===== src/rtl/mirror_period_meter.sv =====
// Mirror zero-crossing period meter: measures, averages and lock-qualifies the zc interval.
// Optional level deglitch filter after the synchronizer: define MPM_DEGLITCH_EN.
module mirror_period_meter #(
  parameter int unsigned SYSCLOCK_P   = 500000000,
  parameter int unsigned MIN_TICKS_P  = 2000,
  parameter int unsigned MAX_TICKS_P  = 200000,
  parameter int unsigned AVG_LOG2_P   = 2,
  parameter int unsigned LOCK_TOL_P   = 64,
  parameter int unsigned LOCK_COUNT_P = 4,
  parameter int unsigned DEGLITCH_P   = 8
) (
  input  logic        clk_i,
  input  logic        rst_i,
  input  logic        zc_i,
  input  logic        enable_i,
  output logic [23:0] freq_o,
  output logic        freq_valid_o,
  output logic        locked_o,
  output logic        zc_pulse_o,
  output logic        glitch_o,
  output logic        timeout_o
);

  localparam int unsigned CNT_W = 24;
  localparam int unsigned ACC_W = CNT_W + AVG_LOG2_P;
  localparam int unsigned BLK_W = AVG_LOG2_P;
  localparam int unsigned STB_W = $clog2(LOCK_COUNT_P + 1);

  localparam logic [CNT_W-1:0] MIN_C     = CNT_W'(MIN_TICKS_P);
  localparam logic [CNT_W-1:0] MAX_C     = CNT_W'(MAX_TICKS_P);
  localparam logic [CNT_W-1:0] TOL_C     = CNT_W'(LOCK_TOL_P);
  localparam logic [BLK_W-1:0] BLK_LAST  = BLK_W'((1 << AVG_LOG2_P) - 1);
  localparam logic [STB_W-1:0] STB_LAST  = STB_W'(LOCK_COUNT_P);

  if (MAX_TICKS_P > 32'h00FF_FFFF || MAX_TICKS_P <= MIN_TICKS_P || AVG_LOG2_P == 0 ||
      LOCK_COUNT_P == 0 || DEGLITCH_P == 0 || SYSCLOCK_P == 0) begin : g_bad_cfg
    $error("mirror_period_meter: invalid parameter set");
  end

  typedef enum logic [1:0] {S_IDLE, S_ACQ, S_MEAS, S_LOCK} state_t;

  state_t             state_q, state_d;
  logic               zc_meta_q, zc_sync_q, lvl_prev_q;
  logic               lvl_c, edge_c;
  logic [CNT_W-1:0]   cnt_q, cnt_d;
  logic [ACC_W-1:0]   acc_q, acc_d;
  logic [BLK_W-1:0]   blk_q, blk_d;
  logic [STB_W-1:0]   stb_q, stb_d;
  logic               have_prev_q, have_prev_d;
  logic [CNT_W-1:0]   freq_q, freq_d;
  logic               valid_q, valid_d;
  logic               locked_q, locked_d;
  logic               zcp_q, zcp_d;
  logic               glitch_q, glitch_d;
  logic               timeout_q, timeout_d;

  logic               meas_c, accept_c, glitch_c, timeout_c, complete_c, stable_c, stb_sat_c;
  logic [ACC_W-1:0]   sum_c;
  logic [CNT_W-1:0]   avg_c, diff_c;
  logic [STB_W-1:0]   stb_inc_c;

`ifdef MPM_DEGLITCH_EN
  localparam int unsigned DG_W = $clog2(DEGLITCH_P + 1);
  logic            lvl_q;
  logic [DG_W-1:0] dg_cnt_q;

  // Synchronized level must disagree with the filtered level for DEGLITCH_P cycles to pass.
  always_ff @(posedge clk_i) begin
    if (rst_i) begin
      lvl_q    <= 1'b0;
      dg_cnt_q <= '0;
    end else if (zc_sync_q == lvl_q) begin
      dg_cnt_q <= '0;
    end else if (dg_cnt_q == DG_W'(DEGLITCH_P - 1)) begin
      lvl_q    <= zc_sync_q;
      dg_cnt_q <= '0;
    end else begin
      dg_cnt_q <= dg_cnt_q + DG_W'(1);
    end
  end
  assign lvl_c = lvl_q;
`else
  assign lvl_c = zc_sync_q;
`endif

  assign edge_c     = lvl_c & ~lvl_prev_q;
  assign meas_c     = enable_i & ((state_q == S_MEAS) | (state_q == S_LOCK));
  assign accept_c   = meas_c & edge_c & (cnt_q >= MIN_C);
  assign glitch_c   = meas_c & edge_c & (cnt_q < MIN_C);
  assign timeout_c  = meas_c & ~edge_c & (cnt_q == MAX_C);
  assign complete_c = accept_c & (blk_q == BLK_LAST);
  assign sum_c      = acc_q + ACC_W'(cnt_q);
  assign avg_c      = CNT_W'(sum_c >> AVG_LOG2_P);
  assign diff_c     = (avg_c >= freq_q) ? (avg_c - freq_q) : (freq_q - avg_c);
  // freq_q always holds the previous average while have_prev_q is set
  assign stable_c   = have_prev_q & (diff_c <= TOL_C);
  assign stb_inc_c  = (stb_q == STB_LAST) ? stb_q : stb_q + STB_W'(1);
  assign stb_sat_c  = (stb_inc_c == STB_LAST);

  // State and datapath registers
  always_ff @(posedge clk_i) begin
    if (rst_i) begin
      state_q     <= S_IDLE;
      zc_meta_q   <= 1'b0;
      zc_sync_q   <= 1'b0;
      lvl_prev_q  <= 1'b0;
      cnt_q       <= '0;
      acc_q       <= '0;
      blk_q       <= '0;
      stb_q       <= '0;
      have_prev_q <= 1'b0;
      freq_q      <= '0;
      valid_q     <= 1'b0;
      locked_q    <= 1'b0;
      zcp_q       <= 1'b0;
      glitch_q    <= 1'b0;
      timeout_q   <= 1'b0;
    end else begin
      state_q     <= state_d;
      zc_meta_q   <= zc_i;
      zc_sync_q   <= zc_meta_q;
      lvl_prev_q  <= lvl_c;
      cnt_q       <= cnt_d;
      acc_q       <= acc_d;
      blk_q       <= blk_d;
      stb_q       <= stb_d;
      have_prev_q <= have_prev_d;
      freq_q      <= freq_d;
      valid_q     <= valid_d;
      locked_q    <= locked_d;
      zcp_q       <= zcp_d;
      glitch_q    <= glitch_d;
      timeout_q   <= timeout_d;
    end
  end

  // Next-state logic
  always_comb begin
    state_d = state_q;
    if (!enable_i) begin
      state_d = S_IDLE;
    end else begin
      case (state_q)
        S_IDLE: state_d = S_ACQ;
        S_ACQ:  if (edge_c) state_d = S_MEAS;
        S_MEAS, S_LOCK: begin
          if (complete_c) begin
            if (!stable_c)      state_d = S_MEAS;
            else if (stb_sat_c) state_d = S_LOCK;
          end else if (timeout_c) begin
            state_d = S_ACQ;
          end
        end
        default: state_d = S_IDLE;
      endcase
    end
  end

  // Counter, accumulator and registered-output next values
  always_comb begin
    cnt_d       = cnt_q;
    acc_d       = acc_q;
    blk_d       = blk_q;
    stb_d       = stb_q;
    have_prev_d = have_prev_q;
    freq_d      = freq_q;
    valid_d     = 1'b0;
    zcp_d       = 1'b0;
    glitch_d    = 1'b0;
    timeout_d   = 1'b0;
    locked_d    = (state_d == S_LOCK);
    if (!enable_i || state_q == S_IDLE) begin
      cnt_d       = '0;
      acc_d       = '0;
      blk_d       = '0;
      stb_d       = '0;
      have_prev_d = 1'b0;
    end else if (state_q == S_ACQ) begin
      if (edge_c) begin
        cnt_d = CNT_W'(1);
        zcp_d = 1'b1;
      end
    end else begin
      cnt_d = (cnt_q == MAX_C) ? cnt_q : cnt_q + CNT_W'(1);
      if (glitch_c) begin
        glitch_d = 1'b1;
      end else if (accept_c) begin
        zcp_d = 1'b1;
        cnt_d = CNT_W'(1);
        if (complete_c) begin
          freq_d      = avg_c;
          valid_d     = 1'b1;
          acc_d       = '0;
          blk_d       = '0;
          have_prev_d = 1'b1;
          stb_d       = stable_c ? stb_inc_c : '0;
        end else begin
          acc_d = sum_c;
          blk_d = blk_q + BLK_W'(1);
        end
      end else if (timeout_c) begin
        timeout_d   = 1'b1;
        cnt_d       = '0;
        acc_d       = '0;
        blk_d       = '0;
        stb_d       = '0;
        have_prev_d = 1'b0;
      end
    end
  end

  assign freq_o       = freq_q;
  assign freq_valid_o = valid_q;
  assign locked_o     = locked_q;
  assign zc_pulse_o   = zcp_q;
  assign glitch_o     = glitch_q;
  assign timeout_o    = timeout_q;

endmodule


===== config.mk =====
export PLATFORM = sky130hd
export DESIGN_NAME = mirror_period_meter
export DESIGN_NICKNAME = d
export VERILOG_FILES = /design/src/rtl/mirror_period_meter.sv
export SDC_FILE = /design/constraint.sdc
export NUM_CORES = 1
export LEC_CHECK = 0
export BUFFER_PORTS_ARGS = -buffer_cell sky130_fd_sc_hd__buf_2
export CAP_MARGIN = 20
export CORE_MARGIN = 8
export CORE_UTILIZATION = 50
export DETAILED_ROUTE_END_ITERATION = 8
export PLACE_DENSITY = 0.67
export SKIP_CTS_REPAIR_TIMING = 1
export SYNTH_ARGS = -nofsm -noshare
export SYNTH_HDL_FRONTEND = slang
export SYNTH_SLANG_ARGS = --single-unit

===== constraint.sdc =====
create_clock -name clk_i -period 14.6 [get_ports clk_i]
set_input_delay 1.46 -clock clk_i [delete_from_list [all_inputs] [get_ports clk_i]]
set_output_delay 1.46 -clock clk_i [all_outputs]
set_load 0.05 [all_outputs]

# After elaboration in Yosys (flattened, before gate mapping)
# Index checks and enable logic that the tools add are counted.
[word_totals]
ff_bits = 90
inputBits = 4
output_inout_bits = 29
wordCells = 98
[classes]
n_reduce_logical = 12
n_lt_le_gt_ge = 4
bitwise = 16
n_addsub = 6
muxes = 35
eq_ne = 10
[op_table]
columns = ["op", "count"]
rows = [
  ["$mux 24", 7],
  ["$mux 26", 3],
  ["$sub 24x24->24", 2],
  ["$add 26x24->26", 1],
  ["$add 24x1->24 const B", 1],
  ["$eq 24x18->1 const B", 1],
  ["$ge 24x11->1 const B", 1],
  ["$ge 24x24->1", 1],
  ["$le 24x7->1 const B", 1],
  ["$lt 24x11->1 const B", 1],
  ["$mux 2", 9],
  ["$mux 3", 5],
  ["$mux 1", 10],
  ["$reduce_or 5->1", 2],
  ["$and 1x1->1", 9],
  ["$eq 2x2->1 const B", 4],
  ["$eq 3x3->1 const B", 2],
  ["$not 1->1", 6],
  ["$pmux 2 s3", 1],
  ["$reduce_and 5->1", 1],
  ["$reduce_and 4->1", 1],
  ["$reduce_or 2->1", 2],
  ["$add 3x1->3 const B", 1],
  ["$reduce_and 3->1", 1],
  ["other kinds (10)", 10],
]

# Depth between registers and ports, before layout
# Gate-level depths: netlist of the first run.
[depth]
depth_word = 10
ltp_mapped = 28
mapped_depth_nobuf = 26

# Worst setup path before layout of the first run
# Ideal clock, no wire load.
[synth_path]
path_kind = "register to register"
start = "reg cnt_q[8]"
end = "reg stb_q[0]"
required_time_ps = 14531
period_less_slack_ps = 5197
setup_ps = 69
arrival_time_ps = 5128
slack_ps = 9403
stages_incl_launch_ff = 23
path_cell_list = "dfxtp_1 -> ha_1 -> and3_1 -> a221oi_2 -> nand2_1 -> a21oi_1 -> o31ai_1 -> a2111oi_2 -> nor4b_1 -> a2111oi_1 -> xnor2_1 -> ha_1 -> nand4_1 -> nor3_1 -> a22oi_1 -> nand2b_1 -> a21oi_4 -> mux2_2 -> xnor2_1 -> a31oi_2 -> nor4_4 -> a41oi_2 -> o21ai_1"
[synth_via]
elab_chain_cells = 8
[synth_rtl]
columns = ["element", "line_no", "text"]
rows = [
  ["from (decl)", "45", "logic [CNT_W-1:0] cnt_q, cnt_d;"],
  ["from (signal assigned)", "123", "cnt_q <= cnt_d;"],
  ["$add 26x24->26 (*)", "92", "assign sum_c = acc_q + ACC_W'(cnt_q);"],
  ["net sum_c[23]", "58", "logic [ACC_W-1:0] sum_c;"],
  ["$sub 24x24->24 / $ge 24x24->1 (equally long branches)", "94", "assign diff_c = (avg_c >= freq_q) ? (avg_c - freq_q) : (freq_q - avg_c);"],
  ["$mux 24 (*)", "94", ""],
  ["$le 24x7->1 (*)", "96", "assign stable_c = have_prev_q & (diff_c <= TOL_C);"],
  ["$and 1x1->1 (*)", "96", ""],
  ["$mux 3 (*)", "196", "stb_d = stable_c ? stb_inc_c : '0;"],
  ["$mux 3 (*)", "190", "if (complete_c) begin"],
  ["$mux 3 (*)", "187", "end else if (accept_c) begin"],
  ["to (signal assigned)", "126", "stb_q <= stb_d;"],
  ["to (decl)", "48", "logic [STB_W-1:0] stb_q, stb_d;"],
]
# The timed path passes the listed nets; every way through them passes the cells marked *. The select of a mux whose other input is x is not followed.
# A chain may end at the register's enable or synchronous reset.

# Final worst setup path of the first run
[layout_path]
start = "reg cnt_q[7]"
end = "reg stb_q[1]"
# The elaborated chain is that of the path after synthesis.

==> results of run 1 <==
metrics by stage:
stage / cell area (µm²) / worst slack (ps)
5_1_grt: 8090 / 7760
2_1_floorplan: 7560 / 9400
3_5_place_dp: 7790 / 8400
4_1_cts: 8060 / 8330
6_report: 8090 / 8280
3_3_place_gp: 7790 / 8340
worst paths after layout:
kind                                            start                     to  slack, ps  depth (start not counted)
worst min-delay path             zc_meta_q$_SDFF_PP0_       lvl_c$_SDFF_PP0_        450                          1
worst min register to register   zc_meta_q$_SDFF_PP0_       lvl_c$_SDFF_PP0_        450                          1
worst max register to register  cnt_q[7]$_SDFFE_PP0P_  stb_q[1]$_SDFFE_PP0P_       8280                         22
worst max-delay path            cnt_q[7]$_SDFFE_PP0P_  stb_q[1]$_SDFFE_PP0P_       8280                         22
placed cells by master, fill, tap and decap left out, types with 8 or more instances in the layout:
cell type / count
nand2_1: 128
a21oi_1: 114
nor2_1: 96
dfxtp_1: 90
ha_1: 76
inv_1: 68
o21ai_0: 58
buf_2: 32
xnor2_1: 29
a21o_1: 23
nor3_1: 23
a22oi_1: 21
nand4_1: 18
nand3_1: 15
and3_1: 12
o21a_1: 12
o31ai_1: 11
or3_1: 11
mux2i_1: 11
xor2_1: 10
and2_1: 9
a211oi_1: 9
clkbuf_16: 9
nor2b_1: 8
nand2b_1: 8
buf_4: 8
kinds of logic after synthesis:
family          share of synthesized area (%)
simple gates                             23.7
compound gates                           27.0
flops                                    23.8
mux                                      1.75
fa+ha+maj                                12.8
xor+xnor                                 4.52
buf+inv                                  6.37
routing by layer:
| layer | track usage (%) | part of all wire, % | up-vias |
|---|---|---|---|
| li1 | - | - | 3644 |
| met1 | 28.9 | 46 | 3423 |
| met2 | 35.8 | 45 | 265 |
| met3 | 3.06 | 6.2 | 48 |
| met4 | 9.01 | 2.6 | 0 |
| met5 | 0 | 0 | - |
power by group through the flow:
stage                     Combinational [W]  Sequential [W]  Clock [W]
after floorplan                  0.00000682        0.000252          0
after global placement            0.0000105        0.000252          0
after detailed placement          0.0000104        0.000252          0
after CTS                         0.0000104        0.000246   0.000228
after global routing              0.0000114        0.000246   0.000238
final                             0.0000105        0.000246   0.000224
synth_stat cells, types with 12 or more instances:
| master | n |
|---|---|
| a21o_1 | 23 |
| a21oi_1 | 114 |
| a22oi_1 | 21 |
| and3_1 | 12 |
| clkbuf_1 | 25 |
| dfxtp_1 | 90 |
| ha_1 | 76 |
| inv_1 | 68 |
| nand2_1 | 128 |
| nand3_1 | 15 |
| nand4_1 | 18 |
| nor2_1 | 97 |
| nor3_1 | 23 |
| o21a_1 | 12 |
| o21ai_0 | 58 |
| xnor2_1 | 29 |
registers in the layout, summed over array words and instances, names as in the netlist, 2 cells and up:
signal	flops
acc_q	26
blk_q	2
cnt_q	24
freq_o	24
state_q	2
stb_q	3
area by class of cell:
| type | count | area, µm² |
|---|---|---|
| well taps | 188 | 235 |
| multi-input cells | 816 | 5280 |
| clock buffers | 10 | 229 |
| repair buffers | 41 | 248 |
| fillers | 1459 | 6890 |
| clock inverters | 6 | 43.8 |
| flip-flops and latches | 90 | 1800 |
| inverters | 68 | 255 |
critical path: cells and delay by family, from the launching register on:
| kind | cells | cell delay (ps) |
|---|---|---|
| simple gates | 6 | 1110 |
| xor+xnor | 2 | 400 |
| mux | 1 | 430 |
| fa+ha+maj | 2 | 720 |
| flops | 1 | 460 |
| compound gates | 11 | 3110 |
==> reports/results.ini, run 1 <==
[die]
fp-row-count = 45
die_x_um = 139
initial_utilization_pct = 50.5
fp.dieH_um = 139
die_area_um2 = 19300
coreArea_um2 = 15000
io_pins = 33

[global_route]
grt_pass1_vias = 6852
overflow = 0
grt_max_degree = 33
antenna_found_initial = 0
grt_pass1_wl_um = 34900
grt_usage_pct = 22.1

[timing]
max-slew-margin-rel_pct = 32.9
finalHoldViolCount = 0
whs_ps = 449
setup_violations = 0
drv_slew = 0
fin_crit_sh_pct = 43.3
min_period_ps = 6320
finClkSkew_ps = 8.67
rsz0062_at_grt = no
tightestPinTransition_ps = 999
setup_tns_ps = 0
max_freq_mhz = 158

[critical_path]
slowest_stage = a21oi_4
path_cells = ha_1, a21o_1, a221oi_2, nand2_1, a21oi_1, o31ai_1, a2111oi_2, nor4b_1, a2111oi_1, xnor2_1, ha_1, nand4_1, nor3_1, a22oi_1, nand2b_1, a21oi_4, mux2_2, xnor2_1, a31oi_2, nor4_4, a41oi_2, o21ai_1
required_ps = 14880
cp-start-kind = flip-flop
crit_path_end_kind = flip-flop
critPathMaxFanout = 18
path_class = reg2reg
crit_path_max_incr_delay_ps = 570
worst-endpoint-arrival_ps = 6610

[flow_run]
cap_violations = 0

[finish]
fin_util_pct = 54.0
synthToLayoutAreaGrowth_pct = 7.04
antenna_cells = 0
drive_above_1_share_pct = 8.15
num-nets-final = 1107
fin_cells = 1219

[cts]
cts.reportedPaths.clkPinSlew_ps = 70
clockRootBuffer = clkbuf_16
cts_inserted_buffers = 9
htreeDepth = 3
cts_sinks = 90
insertion_delay_ps = 350
clockBufferDepth = 2
cts_tree = done

[synth]
yosys_warnings = 0
syn_area_per_cell_um2 = 7.45
synth_ff_type = dfxtp_1
synth_top_cell_area_share_pct = 23.8
async_reset_ff_share_pct = 0
synth.area.top_cells = dfxtp_1, ha_1, a21oi_1, nand2_1, nor2_1
ys_seq_area_share_pct = 23.8
yosysUniqueCellTypes = 88
synth_edf_count = 0
synth_area_leader_cell = dfxtp_1
postSynthCellCount = 1015
syn-cell-area_um2 = 7560
syn_nets = 1096
ys_seq_elements = 90

[drt]
wire_per_inst_um = 17.8
route.detailed.drc = 0
drt-initial-drc-count = 722
drt-vias-per-instance = 6.05
drtAntennaViolNets = 0
drt_first_pass_iters = 5
routed_wl_um = 21700
vias = 7380

[pwr]
total_power_w = 0.000481
sequentialPowerShare_pct = 51.3
p_leak_nw = 3.40
switching_power_w = 0.000116
intPower_w = 0.000365
powerDensity_nw_per_um2 = 59.4
netSwitchingFraction_pct = 24.1
clkPwrFrac_pct = 46.5
max-vdd-ir-drop_mv = 0.0616
comb_power_share_pct = 2.2

[placement]
place_inst = 1202
io_buffers = 32
gp_congestion = 0.933
post-dp-hpwl_um = 16300

[min_path]
hp-class = reg2reg

[status]
status = complete, no violations

No activity file was read; power rests on OpenSTA's default activity.
==> inputs of run 2 (changes only) <==
--- a/config.mk
+++ b/config.mk
@@ -5,12 +5,13 @@
 export SDC_FILE = /design/constraint.sdc
 export NUM_CORES = 1
 export LEC_CHECK = 0
+export ABC_AREA = 1
 export BUFFER_PORTS_ARGS = -buffer_cell sky130_fd_sc_hd__buf_2
 export CAP_MARGIN = 20
 export CORE_MARGIN = 8
 export CORE_UTILIZATION = 50
 export DETAILED_ROUTE_END_ITERATION = 8
-export PLACE_DENSITY = 0.67
+export PLACE_DENSITY = 0.69
 export SKIP_CTS_REPAIR_TIMING = 1
 export SYNTH_ARGS = -nofsm -noshare
 export SYNTH_HDL_FRONTEND = slang
==> constraint.sdc (replaced) <==
create_clock -name clk_i -period 5.37 [get_ports clk_i]
set_input_delay 0.537 -clock clk_i [delete_from_list [all_inputs] [get_ports clk_i]]
set_output_delay 0.537 -clock clk_i [all_outputs]
set_load 0.05 [all_outputs]
==> reports/results.ini, run 2 <==
[synth]
syn_nets = 1567  ; +43%
syn_area_per_cell_um2 = 5.78  ; -22%
synth_ff_type = dfxtp_1
ys_top_cells_by_count = nand2_1, inv_1, nor2_1
synth_top_cell_area_share_pct = 21.0  ; -2.8 points
yosys_warnings = 0  ; unchanged
postSynthCellCount = 1486  ; +46%
synth_area_leader_cell = dfxtp_1
yosysMostFrequentCell = nand2_1
synth_edf_count = 0  ; unchanged
syn-cell-area_um2 = 8580  ; +14%
async_reset_ff_share_pct = 0  ; unchanged
yosysUniqueCellTypes = 46  ; -48%
ys_seq_elements = 90  ; unchanged
ys_seq_area_share_pct = 21.0  ; -2.8 points
synth.area.top_cells = dfxtp_1, nand2_1, inv_1, ha_1, a21oi_1

[placement]
gp_congestion = 0.980  ; +5.1%
placed_area_um2 = 9040  ; +16%
post-dp-hpwl_um = 21700  ; +33%
io_buffers = 32  ; unchanged

[min_path]
hp-class = in2reg
min-delay-start = zc_i
holdPathStages = 3  ; +2
hold_end = zc_meta_q$_SDFF_PP0_

[die]
fp-row-count = 48  ; +6.7%
io_pins = 33  ; unchanged
initial_utilization_pct = 50.3  ; -0.14 points
coreArea_um2 = 17100  ; +14%
die_x_um = 147  ; +5.8%
die_area_um2 = 21600  ; +12%
fp.dieH_um = 147  ; +5.8%

[timing]
min_period_ps = 4920  ; -1400 ps
fin_crit_sh_pct = 91.6  ; +48 points
finalHoldViolCount = 0  ; unchanged
setup_tns_ps = 0  ; unchanged
setup_violations = 0  ; unchanged
rsz0062_at_grt = no
max_freq_mhz = 203  ; +28%
max-slew-margin-rel_pct = 39.3  ; +6.5 points
tightestPinTransition_ps = 909  ; -90.2 ps
drv_slew = 0  ; unchanged
finClkSkew_ps = 12.3  ; +3.62 ps

[finish]
antenna_cells = 0  ; unchanged
synthToLayoutAreaGrowth_pct = 9.34
largest_reg_flops = 26  ; unchanged
top_register = acc_q
num-nets-final = 1606  ; +45%
final_cell_mix = nand2_1, inv_1, nor2_1, a21oi_1, dfxtp_1
drive_above_1_share_pct = 6.93  ; -1.2 points
n_fill_cell = 1812  ; +24%
mostFrequentLayoutCell = nand2_1
final_cell_area_um2 = 9390  ; +16%

[global_route]
grt_pass1_wl_um = 42000  ; +20%
antenna_found_initial = 0  ; unchanged
grt_pass1_vias = 8572  ; +25%
overflow = 0  ; unchanged
grt_max_degree = 33  ; unchanged
grt_usage_pct = 23.9  ; +1.8 points

[pwr]
max-vdd-ir-drop_mv = 0.120  ; +95%
powerDensity_nw_per_um2 = 137  ; +130%
p_leak_nw = 5.09  ; +50%
total_power_w = 0.00129  ; +170%

[critical_path]
crit_path_end_kind = flip-flop
reg2reg_from = cnt_q[0]$_SDFFE_PP0P_
cp-start-kind = flip-flop
rr_endpoint = stb_q[0]$_SDFFE_PP0P_
rrSetupSlack_ps = 450  ; -7830 ps
required_ps = 5660  ; -9220 ps
path_class = reg2reg
worst-endpoint-arrival_ps = 5210  ; -1400 ps
critPathMaxFanout = 10  ; -8
reg2reg_depth = 27  ; +23%

[drt]
drtAntennaViolNets = 0  ; unchanged
drt_first_pass_iters = 5  ; unchanged
drt-vias-per-instance = 5.20  ; -14%
vias = 9134  ; +24%
route.detailed.drc = 0  ; unchanged
routed_wl_um = 26000  ; +20%
wire_per_inst_um = 14.8  ; -17%
drt-initial-drc-count = 684  ; -5.3%

[status]
status = complete, no violations

[cts]
clockRootBuffer = clkbuf_16
cts_inserted_buffers = 9  ; unchanged
cts_tree = done
cts.reportedPaths.clkPinSlew_ps = 70  ; about the same
clockBufferDepth = 2  ; unchanged
insertion_delay_ps = 350  ; about the same
cts_sinks = 90  ; unchanged
htreeDepth = 3  ; unchanged

[flow_run]
cap_violations = 0  ; unchanged

[run 2: changes by cell type after synthesis, sizes merged, moves of 13 or more]
cell,previous run,this run
a21o,23,3
a22oi,21,2
and3,13,0
clkbuf,27,11
inv,68,286
nand2,129,480
nand3,15,70
nor2,97,142
xnor2,29,1
xor2,10,34
[run 2: through the flow]
step | hold slack [ps] | cells | setup WS (ps) | util, %
after global routing | 407 | 1755 | 49.4 | 55.0
after CTS | 381 | 1752 | 228 | 54.6
after detailed placement | 399 | 1736 | 242 | 53.0
after global placement | 396 | 1736 | 428 | 53.0
after floorplan | 388 | 1486 | 1240 | -
final | 385 | 1755 | 449 | 55.0
[run 2: how the worst max path moves through the flow]
| stage | startpoint | endpoint | slack, ps | cells past startpoint |
|---|---|---|---|---|
| 4_1_cts | cnt_q[0]$_SDFFE_PP0P_ | locked_o$_SDFF_PP0_ | 230 | 27 |
| 5_1_grt | cnt_q[0]$_SDFFE_PP0P_ | stb_q[0]$_SDFFE_PP0P_ | 50 | 34 |
| 3_5_place_dp | cnt_q[0]$_SDFFE_PP0P_ | locked_o$_SDFF_PP0_ | 240 | 27 |
| 3_3_place_gp | cnt_q[0]$_SDFFE_PP0P_ | stb_q[0]$_SDFFE_PP0P_ | 430 | 34 |
| 6_report | cnt_q[0]$_SDFFE_PP0P_ | stb_q[0]$_SDFFE_PP0P_ | 450 | 27 |
| 2_1_floorplan | cnt_q[0]$_SDFFE_PP0P_ | locked_o$_SDFF_PP0_ | 1240 | 31 |
[run 2: layout make-up]
cell class / count / area [µm²] / share of cell area [%]
Tap cell: 225 / 282 / 3.00
Sequential cell: 90 / 1800 / 19.2
Timing Repair Buffer: 50 / 295 / 3.15
Inverter: 288 / 1080 / 11.5
Multi-Input combinational cell: 1086 / 5650 / 60.2
Clock inverter: 6 / 47.5 / 0.507
Clock buffer: 10 / 229 / 2.44
[run 2: power by group]
part / internal [W] / switching, W
sequential: 0.000669 / 0.000000794
combinational: 0.00000448 / 0.0000157
clock: 0.000319 / 0.000282
total: 0.000992 / 0.000298
[run 2: cells by family after synthesis]
group           count (synthesis)  synth area share (%)
simple gates                  742                  35.5
buf+inv                       312                  13.9
compound gates                230                  14.7
flops                          90                  21.0
fa+ha+maj                      77                  11.3
xor+xnor                       35                  3.57
[run 2: worst max-delay path, stage by stage (launching register included)]
cell and delay, ps:
dfxtp_2 370, ha_1 170, inv_1 50, fa_1 420, o21ai_2 190, a21oi_1 100, o21bai_2 200, nand2_1 100
o21bai_1 240, a21boi_1 150, o21bai_1 230, xor2_2 240, ha_1 370, nand2_2 140, inv_2 50, a21oi_2 170
nand2_2 120, a21oi_4 330, nand2_4 150, nand2_1 120, nand2_1 60, nor2_1 100, nand2_1 60, o21ai_1 280
nand4_1 180, nor2_1 150, nor2_1 50, nor2_1 70
[run 2: metal layers]
| metal | share of wire, % | track usage, % |
|---|---|---|
| met2 | 47 | 41.8 |
| met5 | 0 | 0 |
| met4 | 3.0 | 8.98 |
| met1 | 45 | 29.8 |
| met3 | 4.2 | 2.40 |
==> inputs of run 3 (changes only) <==
--- a/config.mk
+++ b/config.mk
@@ -5,13 +5,13 @@
 export SDC_FILE = /design/constraint.sdc
 export NUM_CORES = 1
 export LEC_CHECK = 0
-export ABC_AREA = 1
 export BUFFER_PORTS_ARGS = -buffer_cell sky130_fd_sc_hd__buf_2
 export CAP_MARGIN = 20
 export CORE_MARGIN = 8
 export CORE_UTILIZATION = 50
 export DETAILED_ROUTE_END_ITERATION = 8
-export PLACE_DENSITY = 0.69
+export GPL_TIMING_DRIVEN = 1
+export PLACE_DENSITY = 0.67
 export SKIP_CTS_REPAIR_TIMING = 1
 export SYNTH_ARGS = -nofsm -noshare
 export SYNTH_HDL_FRONTEND = slang
==> constraint.sdc (replaced) <==
create_clock -name clk_i -period 6.1 [get_ports clk_i]
set_input_delay 0.61 -clock clk_i [delete_from_list [all_inputs] [get_ports clk_i]]
set_output_delay 0.61 -clock clk_i [all_outputs]
set_load 0.05 [all_outputs]
==> reports/results.ini, run 3 (synthesis results as in run 1) <==
[pwr]
p_leak_nw = 3.56  ; -30%
powerDensity_nw_per_um2 = 142  ; +3.3%
max-vdd-ir-drop_mv = 0.127  ; +5.3%
total_power_w = 0.00120  ; -7.4%

[timing]
tightestPinTransition_ps = 1150  ; +240 ps
max-slew-margin-rel_pct = 22.8  ; -17 points
setup_tns_ps = 0  ; unchanged
min_period_ps = 5800  ; +877 ps
finClkSkew_ps = 12.2  ; -0.131 ps
setup_violations = 0  ; unchanged
drv_slew = 0  ; unchanged
fin_crit_sh_pct = 95.1  ; +3.4 points
max_freq_mhz = 172  ; -15%
rsz0062_at_grt = no
finalHoldViolCount = 0  ; unchanged

[die]
fp-row-count = 45  ; -6.3%
io_pins = 33  ; unchanged
coreArea_um2 = 15000  ; -12%
die_x_um = 139  ; -5.5%
die_area_um2 = 19300  ; -11%
initial_utilization_pct = 50.5  ; +0.14 points
fp.dieH_um = 139  ; -5.5%

[global_route]
antenna_found_initial = 0  ; unchanged
overflow = 0  ; unchanged
grt_max_degree = 33  ; unchanged
grt_pass1_wl_um = 35800  ; -15%
grt_pass1_vias = 6983  ; -19%
grt_usage_pct = 22.6  ; -1.3 points

[status]
status = complete, no violations

[critical_path]
reg2reg_depth = 26  ; -3.7%
worst-endpoint-arrival_ps = 6080  ; +870 ps
path_class = reg2reg
rr_endpoint = stb_q[1]$_SDFFE_PP0P_
critPathMaxFanout = 9  ; -1
crit_path_end_kind = flip-flop
cp-start-kind = flip-flop
reg2reg_from = cnt_q[7]$_SDFFE_PP0P_
required_ps = 6380  ; +720 ps
rrSetupSlack_ps = 300  ; -150 ps

[finish]
num-nets-final = 1138  ; -29%
mostFrequentLayoutCell = nand2_1
fin_cells = 1250  ; -29%
multiInputGateArea_um2 = 5350  ; -5.3%
top_register = acc_q
synthToLayoutAreaGrowth_pct = 11.4
n_fill_cell = 1469  ; -19%
antenna_cells = 0  ; unchanged
final_cell_mix = nand2_1, a21oi_1, nor2_1, dfxtp_1, ha_1
regArea_um2 = 1800  ; about the same
largest_reg_flops = 26  ; unchanged
drive_above_1_share_pct = 11.7  ; +4.7 points

[placement]
gp_congestion = 0.969  ; -1.1%
io_buffers = 32  ; unchanged
post-dp-hpwl_um = 16800  ; -22%
place_inst = 1226  ; -29%

[cts]
cts_inserted_buffers = 9  ; unchanged
cts_tree = done
insertion_delay_ps = 360  ; about the same
cts_sinks = 90  ; unchanged
clockRootBuffer = clkbuf_16
cts.reportedPaths.clkPinSlew_ps = 60  ; about the same
htreeDepth = 3  ; unchanged
clockBufferDepth = 2  ; unchanged

[drt]
vias = 7514  ; -18%
drtAntennaViolNets = 0  ; unchanged
drt-initial-drc-count = 703  ; +2.8%
drt_first_pass_iters = 5  ; unchanged
routed_wl_um = 22300  ; -14%
wire_per_inst_um = 17.8  ; +21%
drt-vias-per-instance = 6.01  ; +15%
route.detailed.drc = 0  ; unchanged

[min_path]
hold_end = acc_q[23]$_SDFFE_PP0P_
min-delay-start = acc_q[23]$_SDFFE_PP0P_
hp-class = reg2reg
holdPathStages = 2  ; -1

[flow_run]
cap_violations = 0  ; unchanged

run 3: critical path, cell delays in order (launching register included):
cell and delay, ps:
dfxtp_1 430, ha_1 320, a21o_1 210, a221oi_2 290, nand2_1 70, a21oi_1 220
o31ai_1 150, buf_4 160, a21o_1 200, a2111oi_1 410, nor3_1 120, xor2_1 290
ha_1 340, buf_4 190, nand4_1 90, buf_4 150, nor2_1 50, nor2_1 180
nor2_1 90, o31a_1 300, or3_1 310, a211oi_1 260, o2111ai_1 180, nor4_4 210
buf_4 210, a41oi_2 140, o21ai_1 150
run 3: final cells by class:
cell class	instances	area share, %
flip-flops and latches	90	21.4
clock inverters	7	0.922
clock buffers	9	2.68
inverters	68	3.03
multi-input cells	817	63.5
well taps	188	2.79
repair buffers	71	5.62
run 3: worst max-delay path by stage:
| stage | cells after the start | start | slack (ps) | end |
|---|---|---|---|---|
| floorplan | 22 | cnt_q[8]$_SDFFE_PP0P_ | 900 | stb_q[0]$_SDFFE_PP0P_ |
| global placement | 24 | cnt_q[7]$_SDFFE_PP0P_ | 250 | stb_q[0]$_SDFFE_PP0P_ |
| detailed placement | 24 | cnt_q[7]$_SDFFE_PP0P_ | 170 | stb_q[1]$_SDFFE_PP0P_ |
| CTS | 28 | cnt_q[0]$_SDFFE_PP0P_ | 130 | stb_q[1]$_SDFFE_PP0P_ |
| global route | 26 | cnt_q[9]$_SDFFE_PP0P_ | 20 | stb_q[1]$_SDFFE_PP0P_ |
| finish | 26 | cnt_q[7]$_SDFFE_PP0P_ | 300 | stb_q[1]$_SDFFE_PP0P_ |
run 3: through the flow:
| stage | area (µm²) | hold slack, ps | util, % | worst slack, ps |
|---|---|---|---|---|
| 6_report | 8420 | 453 | 56.2 | 302 |
| 4_1_cts | 8300 | 458 | 55.4 | 126 |
| 3_5_place_dp | 8000 | 450 | 53.4 | 173 |
| 5_1_grt | 8420 | 468 | 56.2 | 23.5 |
| 3_3_place_gp | 7970 | 445 | 53.2 | 248 |
| 2_1_floorplan | 7560 | 414 | - | 903 |
run 3: layer usage:
metal | vias to the layer above | global-route usage [%] | share of wire, %
met1 | 3523 | 29.4 | 46
met5 | - | 0 | 0
met3 | 41 | 3.13 | 5.4
met4 | 0 | 7.57 | 1.9
met2 | 223 | 37.7 | 46
li1 | 3727 | - | -
run 3: where the power goes:
group | leakage, nW | total, W | internal (W) | switching (W)
clock | 0.134 | 0.000580 | 0.000320 | 0.000260
sequential | 0.725 | 0.000590 | 0.000589 | 0.00000108
combinational | 2.70 | 0.0000253 | 0.00000588 | 0.0000194
